### config.mk
export PLATFORM = sky130hd
export DESIGN_NAME = expr_sig_compactor
export DESIGN_NICKNAME = d
export VERILOG_FILES = /design/src/rtl/expr_sig_compactor.sv
export SDC_FILE = /design/constraint.sdc
export NUM_CORES = 1
export LEC_CHECK = 0
export ABC_AREA = 1
export BUFFER_PORTS_ARGS = -buffer_cell sky130_fd_sc_hd__buf_2
export CORE_AREA = 2 2 95 88
export CTS_BUF_LIST = sky130_fd_sc_hd__clkbuf_2 sky130_fd_sc_hd__clkbuf_4 sky130_fd_sc_hd__clkbuf_8
export CTS_CLUSTER_DIAMETER = 80
export DETAILED_ROUTE_END_ITERATION = 10
export DIE_AREA = 0 0 97 90
export PLACE_DENSITY = 0.86
export SYNTH_ARGS = -nofsm -noshare
export SYNTH_HDL_FRONTEND = slang
export SYNTH_SLANG_ARGS = --single-unit
export TNS_END_PERCENT = 1
### constraint.sdc
create_clock -name clk -period 2.4 [get_ports clk]
set_input_delay 0.48 -clock clk [delete_from_list [all_inputs] [get_ports clk]]
set_output_delay 0.48 -clock clk [all_outputs]
set_load 0.01 [all_outputs]
### src/rtl/expr_sig_compactor.sv
// Folds 90-bit expression results into a 32-bit MISR signature over num_vec handshakes.
// Latency: one cycle per accepted vector; y_ready only in RUN, so producers hold y otherwise.
module expr_sig_compactor #(
  parameter int          Y_W   = 90,
  parameter int          SIG_W = 32,
  parameter int          CNT_W = 16,
  parameter logic [31:0] POLY  = 32'h04C11DB7,
  parameter logic [31:0] SEED  = 32'hFFFFFFFF
) (
  input  logic             clk,
  input  logic             rst_n,
  input  logic             start,
  input  logic [CNT_W-1:0] num_vec,
  input  logic             y_valid,
  input  logic [Y_W-1:0]   y,
  output logic             y_ready,
  output logic             busy,
  output logic             done,
  output logic [SIG_W-1:0] signature,
  output logic [CNT_W-1:0] vec_count
);

  typedef enum logic [1:0] {
    S_IDLE = 2'd0,
    S_RUN  = 2'd1,
    S_DONE = 2'd2
  } state_t;

  state_t           state_q, state_d;
  logic [SIG_W-1:0] sig_q, sig_d;
  logic [CNT_W-1:0] cnt_q, cnt_d;
  logic [CNT_W-1:0] num_q, num_d;

  logic [SIG_W-1:0] fold;
  logic [SIG_W-1:0] sig_next;
  logic [CNT_W-1:0] cnt_inc;

  // Top 26 bits of y are zero-extended so all 90 bits reach the signature.
  assign fold     = y[31:0] ^ y[63:32] ^ {6'b0, y[89:64]};
  assign sig_next = {sig_q[SIG_W-2:0], 1'b0} ^ (sig_q[SIG_W-1] ? POLY : '0) ^ fold;
  assign cnt_inc  = cnt_q + 1'b1;

  always_comb begin
    state_d = state_q;
    sig_d   = sig_q;
    cnt_d   = cnt_q;
    num_d   = num_q;
    case (state_q)
      S_IDLE, S_DONE: begin
        if (start) begin
          sig_d   = SEED;
          cnt_d   = '0;
          num_d   = num_vec;
          state_d = (num_vec == '0) ? S_DONE : S_RUN;
        end
      end
      S_RUN: begin
        if (y_valid) begin
          sig_d = sig_next;
          cnt_d = cnt_inc;
          if (cnt_inc == num_q) begin
            state_d = S_DONE;
          end
        end
      end
      default: state_d = S_IDLE;
    endcase
  end

  always_ff @(posedge clk or negedge rst_n) begin
    if (!rst_n) begin
      state_q <= S_IDLE;
      sig_q   <= '0;
      cnt_q   <= '0;
      num_q   <= '0;
    end else begin
      state_q <= state_d;
      sig_q   <= sig_d;
      cnt_q   <= cnt_d;
      num_q   <= num_d;
    end
  end

  // Handshake outputs decode the registered state only; no input-to-output paths.
  assign y_ready   = (state_q == S_RUN);
  assign busy      = (state_q == S_RUN);
  assign done      = (state_q == S_DONE);
  assign signature = sig_q;
  assign vec_count = cnt_q;

endmodule

==> results of run 1 <==
routing by layer:
layer,up-vias,GRT usage (%)
li1,2002,-
met1,1887,32.8
met2,123,43.7
met3,17,5.37
met4,0,8.22
met5,-,0
per-stage QoR:
step | setup slack [ns] | cell area [µm²] | cells | hold slack (ns) | total power, mW
floorplan | 0.675 | 4110 | 522 | 0.184 | 3.31
global placement | 0.616 | 5030 | 773 | 0.484 | 3.98
detailed placement | 0.529 | 5030 | 773 | 0.495 | 4.07
CTS | 0.413 | 5210 | 789 | 0.175 | 4.92
global route | 0.270 | 5210 | 789 | 0.207 | 5.29
finish | 0.456 | 5210 | 789 | 0.157 | 4.88
cell families (layout without fill, tap and decap cells):
family	Yosys count	count (layout)	synth area share [%]
and+or+nand+nor	187	187	20.1
AOI/OAI and AO/OA	91	91	12.1
xor gates and xnor gates	89	89	19.0
buffers and inverters	88	256	8.37
DFF	66	66	40.2
adders and majority gates	1	1	0.304
final cells by class:
| cell class | count | area, µm² |
|---|---|---|
| inverter | 73 | 274 |
| clock buffer | 10 | 138 |
| tap | 99 | 124 |
| multi-input combinational | 368 | 2120 |
| sequential | 66 | 1650 |
| clock inverter | 6 | 42.5 |
| timing repair buffer | 167 | 866 |
| fill | 666 | 2580 |
power by group:
group	internal [mW]	switching (mW)	total, mW
Combinational	0.965	1.20	2.17
Sequential	1.48	0.405	1.88
Clock	0.402	0.431	0.833
Total	2.84	2.04	4.88
path summary, 6_finish.rpt:
check	endpoint	start	slack (ns)
worst max-delay path	signature[31]	signature[31]	0.46
worst min-delay path	signature[5]	rst_n	0.16
worst max register to register	state_q[0]	vec_count[4]	0.52
worst min register to register	num_q[7]	num_q[7]	0.51
max in group asynchronous	vec_count[1]	rst_n	1.59
min in group clk	num_q[6]	num_vec[6]	0.41
flip-flops by register name, summed over array words and instances, names as in the netlist:
signal and cells:
state_q 2, signature 32, num_q 16, vec_count 16
layout by cell type, fill, tap and decap left out, drive strengths merged:
master,count
ha,1
nand4,12
o21ai,49
a31o,1
nand3b,6
inv,73
a21boi,1
nor3,1
nor4,1
clkinv,4
and2,1
o22ai,26
buf,167
nand3,26
a21oi,13
clkinvlp,2
nand2,88
o211ai,1
nor2,52
xor2,21
xnor2,68
clkbuf,10
dfrtp,66
==> metrics, run 1 <==
status completed; total wire length approximately 11,000 µm; Leak 2.49 nW; gpl congestion ~0.86; Peak Freq just over 500 MHz; I/O pins approximately 160; Top Layer Used met4; DRC 0; clk slew on worst S/H paths 0.08 ns; HP Class input pin to asynchronous set/reset pin; Worst setup SP type flop; Global Route Usage Sum about a quarter; WL/cell 13.8 µm; Critical Path AT ~1.5 ns; top cells by area, synth dfrtp_1 40%, xnor2_1 14%, nand2_1 7.8%; Starting DRT DRC Count between 150 and 200; Vias 4,029; die height ~90 µm; postcts setup bufs 0; Die Span X roughly 97 µm; CTS Buffer Depth 2; CP Capture Type output pin; ys async rst share between 90% and 100%; cell row count 31; minimum period implied by the final worst setup slack 1.94 ns; Placeable Area roughly 8000 µm²; first-pass GRT wire length 18,400 µm; largest stage delay on the critical path 0.86 ns; Max Cap Violations 0; initial antenna violation count 0; port bufs 160; Die Footprint between 8000 and 9000 µm²; Root Driver clkbuf_8; met3 WL ~640 µm; Pre-Repair DR Iteration Count 4; Util after Layout between 60% and 70%; worst-path cell chain buf_2; Crit path buffers/inverters 1; Cell variety after synth 26; CTS sink count 66; Post-synth EDFFs 0; Synth Area per Inst 7.88 µm²; Mapped Area 4110 µm²; Synth top cells by count 86 x nand2_1, 73 x inv_1, 68 x xnor2_1; FF-to-FF path depth 11; share of the synthesized area in the top cell type around two fifths; # diodes 0; crit-path leading delay family flip-flops; number of global-route vias before repair 4,043; Area Overhead vs Synth 26.7%; TritonCTS clock tree done; Final TNS setup 0 ns; GRT overflow 0; DRT met1 WL 4650 µm; pwr dens around 940 nW/µm²; final-stage net count 796; clock skew between 0.01 and 0.015 ns; clock latency on the worst-skew pair around 0.34 ns; ratio of cells with drive above 1 in the final layout ~28%; WS Path Type flop to output pin; CP required 1.92 ns; DR vias/cell slightly above 5; RSZ-0062 raised after global routing no; Main synth FF type dfrtp_1; Slew HR a little under half; Final setup viols 0; Worst path depth 1; max-slew violation count 0; cell taking the most area after synthesis dfrtp_1; met2 wire length 5460 µm; Fin. Hold Viols 0; hold-fix buffers at CTS 0; post-CTS resize count 0; Final ANT Viol Nets 0; count leader, synth nand2_1; final worst path period share between 80% and 90%; synthesized instance count 522; htree depth 3; CP max FO 16; Synth Warn # 0; Seq/Total Area, Yosys between 40% and 50%; Worst VDD drop approximately 690 µV; syn_nets about 630; Num CTS Buffers 9; actual slew at the worst max-slew pin about 0.79 ns; synthesized flop and latch total 66; critical path's slowest cell dfrtp_1; Final HPWL DP 8570 µm; largest net degree at the start of global routing 40; Initial Utilization ~53%
Power figures use the tool's default switching activity.
==> inputs of run 2 (changes only) <==
--- a/config.mk
+++ b/config.mk
@@ -5,14 +5,14 @@
 export SDC_FILE = /design/constraint.sdc
 export NUM_CORES = 1
 export LEC_CHECK = 0
-export ABC_AREA = 1
+export ABC_AREA = 0
 export BUFFER_PORTS_ARGS = -buffer_cell sky130_fd_sc_hd__buf_2
-export CORE_AREA = 2 2 95 88
+export CORE_AREA = 2 2 103 95
 export CTS_BUF_LIST = sky130_fd_sc_hd__clkbuf_2 sky130_fd_sc_hd__clkbuf_4 sky130_fd_sc_hd__clkbuf_8
 export CTS_CLUSTER_DIAMETER = 80
 export DETAILED_ROUTE_END_ITERATION = 10
-export DIE_AREA = 0 0 97 90
-export PLACE_DENSITY = 0.86
+export DIE_AREA = 0 0 105 97
+export PLACE_DENSITY = 0.78
 export SYNTH_ARGS = -nofsm -noshare
 export SYNTH_HDL_FRONTEND = slang
 export SYNTH_SLANG_ARGS = --single-unit
==> constraint.sdc (replaced) <==
create_clock -name clk -period 1.6 [get_ports clk]
set_input_delay 0.32 -clock clk [delete_from_list [all_inputs] [get_ports clk]]
set_output_delay 0.32 -clock clk [all_outputs]
set_load 0.01 [all_outputs]
==> run 2 against run 1 <==
Synthesized area rose by 0.55%. Non-clock buffer count rose by 46. First-iteration DRC count rose by 15%. Global-route usage fell by 2.9 points. Critical path depth rose by 5. Sequential share of layout area fell by 2.6 points. Utilization fell by 3.2 points. Synthesized cell count fell by 13%. Clock skew fell by 0.0018 ns. Setup slack got worse by 0.67 ns. The run now ends with setup timing left.
==> metrics, run 2 <==
Final ANT Viol Nets 0 (unchanged); Worst setup SP type flop; first-pass GRT wire length 18,800 µm (+2.3%); dpl ws -0.195 ns (-0.723 ns); Leak 2.66 nW (+7.0%); count leader, synth xnor2_1; Synth Area per Inst 9.09 µm² (+15%); Mapped Area 4140 µm² (+0.55%); clock skew 0.0110 ns (-0.00181 ns); Slew HR 60.1% (+13 points); Setup WS post-layout -0.213 ns (-0.670 ns); share of the synthesized area in the top cell type 39.9% (-0.22 points); max-slew violation count 0 (unchanged); CP Capture Type flop; Reg2Reg Launch Point vec_count[8]; Combinational Power Share 42.3% (-2.1 points); Num CTS Buffers 9 (unchanged); Die Footprint 10,200 µm² (+17%); Seq/Total Area, Yosys 39.9% (-0.22 points); DRT met1 WL 4740 µm (+2.0%); Post-synth EDFFs 0 (unchanged); Placeable Area 9000 µm² (+15%); pwr dens 1170 nW/µm² (+25%); post-synthesis xor/xnor area fraction 26.9% (+7.9 points); Initial Utilization 45.9% (-6.8 points); CTS Buffer Depth 2 (unchanged); # diodes 0 (unchanged); critical path's slowest cell dfrtp_2; minimum period implied by the final worst setup slack 1.81 ns; worst-path cell chain nand3_1 -> nor4_4 -> xnor2_1 -> o2111ai_2 -> o31ai_2 -> o211ai_1; RSZ-0062 raised after global routing yes; Peak Freq 552 MHz; CTS sink count 66 (unchanged); Pint 4.20 mW (+48%); die height 97 µm (+7.8%); Die Span X 105 µm (+8.2%); Starting DRT DRC Count 214 (+15%); CP required 1.82 ns (-0.10 ns); ys async rst share 100% (unchanged); hold_sp num_vec[11]; Global Route Usage Sum 22.7% (-2.9 points); clock network fraction of total power 19.5% (+2.4 points); crit-path leading delay family compound AO/OA/AOI/OAI gates; complex-gate fraction of the synthesized area 12.7% (+0.60 points); met3 WL 793 µm (+24%); CP max FO 10 (-6); WL/cell 14.7 µm (+6.2%); NetSw 2.51 mW (+23%); htree depth 3 (unchanged); Max Cap Violations 0 (unchanged); status finished, violations left; Post-Synth Adder-Cell Area 0.303% (-0.0017 points); cell row count 33 (+6.5%); top cells by area, synth dfrtp_1 40%, xnor2_1 22%, o21ai_0 9.4%; final worst path period share 113%; Area Overhead vs Synth 38.5%; synthesized instance count 455 (-13%); cell taking the most area after synthesis dfrtp_1; post-synthesis mux area share 0.998% (+1.0 points); WS Path Type flop to flop; commonest non-fill, non-tap cells in the layout 160 x buf_2, 100 x xnor2_1, 70 x o21ai_0; DRC 0 (unchanged); switching part of the total 37.4% (-4.3 points); total wire length 11,500 µm (+5.4%); largest stage delay on the critical path 0.46 ns (-0.40 ns); HP Class input pin to flop; Final setup viols 3 (+3); crit path launch vec_count[8]; port bufs 160 (unchanged); reg-to-reg slack, setup -0.21 ns (-0.73 ns); Util after Layout 63.7% (-3.2 points); Worst VDD drop 846 µV (+22%); clk slew on worst S/H paths 0.08 ns (about the same); Post-Synth Simple-Gate Area 16.2% (-3.9 points); gpl congestion 0.935 (+8.1%); largest family of logic cells by synthesized area XOR/XNOR gates; Cell variety after synth 39 (+50%); Vias 4,025 (-0.099%); Crit path buffers/inverters 0 (-1); most common cell after layout, fill and taps aside buf_2; Synth Warn # 0 (unchanged); met2 wire length 5740 µm (+5.2%); largest net degree at the start of global routing 67 (+68%); number of global-route vias before repair 4,046 (+0.074%); actual slew at the worst max-slew pin 0.598 ns (-0.196 ns); GRT overflow 0 (unchanged); final instance count without filler cells 783 (-0.76%); Final TNS setup -0.434 ns (-0.434 ns); syn_nets 566 (-11%); Fin. Hold Viols 0 (unchanged); Main synth FF type dfrtp_1; I/O pins 161 (unchanged); Largest register FFs 32 (unchanged); TritonCTS clock tree done; failing checks setup timing; total power 6.72 mW (+38%); Top Layer Used met4; Synth top cells by count 103 x xnor2_1, 78 x o21ai_0, 68 x nand2_1; final-stage net count 767 (-3.6%); Pre-Repair DR Iteration Count 4 (unchanged); placed cells 760 (-1.7%); ratio of cells with drive above 1 in the final layout 40.2% (+12 points); Critical Path AT 2.03 ns (+0.57 ns); synthesized flop and latch total 66 (unchanged); clock latency on the worst-skew pair 0.35 ns (about the same); Root Driver clkbuf_8; initial antenna violation count 0 (unchanged); DR vias/cell 5.14 (+0.67%); Final HPWL DP 8700 µm (+1.5%); sequential power share 38.2% (-0.3 points)
==> run 2: power groups by stage <==
| stage | combinational (mW) | sequential, mW | clock [mW] |
|---|---|---|---|
| finish | 2.84 | 2.57 | 1.31 |
| global route | 3.13 | 2.63 | 1.41 |
| CTS | 2.83 | 2.58 | 1.34 |
| floorplan | 1.65 | 2.72 | 0 |
| global placement | 2.74 | 2.58 | 0 |
| detailed placement | 2.82 | 2.60 | 0 |
==> run 2: kinds of logic after synthesis <==
kind of cell	after synthesis
AOI/OAI and AO/OA	97
xor gates and xnor gates	127
adders and majority gates	1
buffers and inverters	27
DFF	66
muxes	4
and+or+nand+nor	133
==> run 2: cell type report <==
type / instances / area, µm²
fillers: 790 / 3270
clock buffers: 9 / 124
well taps: 122 / 153
flip-flops and latches: 66 / 1670
inverters: 4 / 15.0
repair buffers: 213 / 1240
multi-input cells: 362 / 2480
clock inverters: 7 / 58.8
==> run 2: tightest hold or removal path, delay by kind of cell <==
kind	cells	cell delay, ns
simple gates	2	0.09
buf+inv	1	0.09
==> run 2: what timing repair did <==
action                                  4_1_cts  5_1_grt
endpoints found under the setup margin        5       41
resized for setup                            11       20
hold buffers                                  1        0
cloned                                        0        0
pin swaps                                     8        9
buffers inserted                              2        4
endpoints found under the hold margin        25        0
==> run 2: per-layer routing <==
metal | up-vias | global-route usage, %
met5 | - | 0
met4 | 0 | 6.87
met3 | 19 | 5.59
met2 | 156 | 38.7
met1 | 1924 | 28.5
li1 | 1926 | -
==> run 2: through the flow <==
step	cell area [µm²]	hold slack, ns
floorplan	4170	0.0244
global placement	5390	0.364
detailed placement	5390	0.363
CTS	5660	0.175
global route	5730	0.189
finish	5730	0.184
==> run 2: path summary, 6_finish.rpt <==
check | endpoint | cells after the start
setup reg to reg | state_q[0] | 6
min in group asynchronous | signature[15] | 3
setup / recovery | state_q[0] | 6
hold / removal | num_q[11] | 3
max in group asynchronous | vec_count[7] | 3
hold reg to reg | num_q[15] | 2
==> inputs of run 3 (changes only) <==
--- a/config.mk
+++ b/config.mk
@@ -7,11 +7,11 @@
 export LEC_CHECK = 0
 export ABC_AREA = 0
 export BUFFER_PORTS_ARGS = -buffer_cell sky130_fd_sc_hd__buf_2
-export CORE_AREA = 2 2 103 95
+export CORE_AREA = 2 2 98 100
 export CTS_BUF_LIST = sky130_fd_sc_hd__clkbuf_2 sky130_fd_sc_hd__clkbuf_4 sky130_fd_sc_hd__clkbuf_8
 export CTS_CLUSTER_DIAMETER = 80
 export DETAILED_ROUTE_END_ITERATION = 10
-export DIE_AREA = 0 0 105 97
+export DIE_AREA = 0 0 100 102
 export PLACE_DENSITY = 0.78
 export SYNTH_ARGS = -nofsm -noshare
 export SYNTH_HDL_FRONTEND = slang
==> run 3 against run 2 <==
The flow still finishes with violations (setup timing). First-iteration DRC count is 0.93% lower. Cell area rose by 1.5%. Via count fell by 0.92%. Critical endpoint unchanged.
==> metrics, run 3 (synthesis gave the netlist of run 2 again) <==
status finished, violations left; failing checks setup timing; ratio of cells with drive above 1 in the final layout 40.8% (+0.55 points); GRT Max-Usage Layer met2; clock network fraction of total power 21.7% (+2.2 points); number of global-route vias before repair 3,982 (-1.6%); DR vias/cell 5.19 (+1.0%); Starting DRT DRC Count 212 (-0.93%); Max Cap Violations 0 (unchanged); Final TNS setup -0.294 ns (+0.139 ns); CP required 1.82 ns (about the same); switching part of the total 35.4% (-2.0 points); Fin. Hold Viols 0 (unchanged); NetSw 2.47 mW (-1.8%); Num CTS Buffers 9 (unchanged); Die Footprint 10,200 µm² (+0.15%); GRT overflow 0 (unchanged); initial antenna violation count 0 (unchanged); Die Span X 100 µm (-4.8%); WS Path Type flop to flop; Worst path depth 7 (+1); minimum period implied by the final worst setup slack 1.75 ns (-0.0653 ns); Final HPWL DP 9060 µm (+4.2%); FF-to-FF path depth 7 (+1); reg2reg end state_q[0]; largest stage delay on the critical path 0.43 ns (-0.03 ns); first-pass GRT wire length 19,000 µm (+0.66%); Global Route Usage Sum 24.2% (+1.4 points); most common cell after layout, fill and taps aside buf_2; Worst setup SP type flop; WL/cell 15.7 µm (+6.8%); Setup WS post-layout -0.148 ns (+0.0653 ns); Vias 3,988 (-0.92%); capture point of the worst path state_q[0]; Leak 2.70 nW (+1.4%); actual slew at the worst max-slew pin 0.424 ns (-0.174 ns); largest net degree at the start of global routing 67 (unchanged); reg-to-reg slack, setup -0.15 ns (+0.07 ns); grt met2 use 41.6% (+3.0 points); Final ANT Viol Nets 0 (unchanged); M3 GR Usage 5.13% (-0.46 points); die height 102 µm (+5.2%); max-slew violation count 0 (unchanged); clock skew 0.0140 ns (+0.00305 ns); hold_sp num_vec[0]; routing usage on met1 29.8% (+1.3 points); crit path launch vec_count[0]; Largest register FFs 32 (unchanged); cell row count 35 (+6.1%); Pre-Repair DR Iteration Count 4 (unchanged); final hold slack 0.186 ns (+0.00183 ns); Worst VDD drop 857 µV (+1.2%); Root Driver clkbuf_8; Reg2Reg Launch Point vec_count[0]; CTS sink count 66 (unchanged); Combinational Power Share 41.0% (-1.3 points); clk slew on worst S/H paths 0.08 ns (about the same); Pint 4.50 mW (+7.1%); I/O pins 161 (unchanged); total wire length 12,000 µm (+4.7%); critical path's slowest cell dfrtp_2; # diodes 0 (unchanged); htree depth 3 (unchanged); Peak Freq 572 MHz (+3.7%); TritonCTS clock tree done; pwr dens 1200 nW/µm² (+2.2%); Critical Path AT 1.97 ns (-0.06 ns); port bufs 160 (unchanged); Crit path buffers/inverters 1 (+1); Area Overhead vs Synth 40.6%; RSZ-0062 raised after global routing yes; gpl congestion 0.902 (-3.5%); DRC 0 (unchanged); final-stage net count 763 (-0.52%); Initial Utilization 45.4% (-0.54 points); crit-path leading delay family flip-flops; HP Class input pin to flop; Slew HR 71.6% (+11 points); CP max FO 4 (-6); final worst path period share 109% (-4.1 points); clock latency on the worst-skew pair 0.34 ns (about the same); Final setup viols 2 (-1); worst-path cell chain nand4_4 -> nor2_4 -> mux2i_2 -> a31oi_4 -> buf_6 -> o31ai_2 -> o211ai_1; CP Capture Type flop; commonest non-fill, non-tap cells in the layout 160 x buf_2, 98 x xnor2_1, 71 x o21ai_0; CTS Buffer Depth 2 (unchanged); sequential power share 37.3% (-0.9 points); Placeable Area 9110 µm² (+1.2%)
run 3: cell count changes in the layout (fill, tap and decap cells not counted), moves of 2 or more:
cell	change
clkinvlp_4	-2
clkbuf_4	+2
a31oi_4	+2
clkbuf_8	+3
buf_4	-8
inv_6	-5
buf_6	+2
xnor2_1	-2
buf_12	+3
run 3: final cells by class:
cell class                      instances  area (µm²)
Clock inverter                          2        35.0
Timing Repair Buffer                  209        1240
Multi-Input combinational cell        362        2530
Fill cell                             751        3290
Inverter                                4        15.0
Tap cell                              111         139
Clock buffer                           14         180
Sequential cell                        66        1670
run 3: per-layer routing:
| metal | wire length, µm | share of wire, % | vias to the layer above |
|---|---|---|---|
| li1 | - | - | 1925 |
| met1 | 5050 | 42 | 1871 |
| met2 | 5940 | 49 | 168 |
| met3 | 763 | 6.3 | 24 |
| met4 | 297 | 2.5 | 0 |
| met5 | 0 | 0 | - |
run 3: how the worst min path moves through the flow:
stage | to | slack [ns] | cells after the start
6_report | num_q[0] | 0.19 | 3
5_1_grt | num_q[0] | 0.18 | 3
4_1_cts | num_q[0] | 0.17 | 3
3_5_place_dp | num_q[0] | 0.36 | 2
3_3_place_gp | num_q[0] | 0.36 | 2
2_1_floorplan | num_q[0] | 0.02 | 0
run 3: worst reg2reg max path, delay by kind of cell, from the launching register on:
family,cells,cell delay [ns]
AOI/OAI and AO/OA,3,0.39
buffers and inverters,1,0.13
muxes,1,0.31
DFF,1,0.43
and+or+nand+nor,2,0.38
run 3: metrics by stage:
stage | cells | power (mW) | util, % | setup slack, ns | area [µm²]
after global placement | 748 | 5.34 | 59.4 | -0.153 | 5410
after CTS | 767 | 7.03 | 63.4 | -0.126 | 5780
after detailed placement | 748 | 5.46 | 59.4 | -0.203 | 5410
after global routing | 768 | 7.44 | 63.8 | -0.221 | 5820
final | 768 | 6.97 | 63.8 | -0.148 | 5820
after floorplan | 455 | 4.37 | - | -0.113 | 4170
run 3: timing repair:
action / 4_1_cts / 5_1_grt
setup endpoints to repair: 4 / 14
hold buffers: 1 / 0
buffers inserted: 2 / 1
gates resized for setup: 24 / 14
hold endpoints to repair: 19 / 0
pin swaps: 16 / 4
run 3: power by group through the flow:
stage	Sequential, mW	Combinational [mW]	Clock (mW)
5_1_grt	2.66	3.13	1.64
4_1_cts	2.60	2.88	1.55
3_5_place_dp	2.62	2.84	0
6_report	2.60	2.86	1.51
2_1_floorplan	2.72	1.65	0
3_3_place_gp	2.59	2.75	0
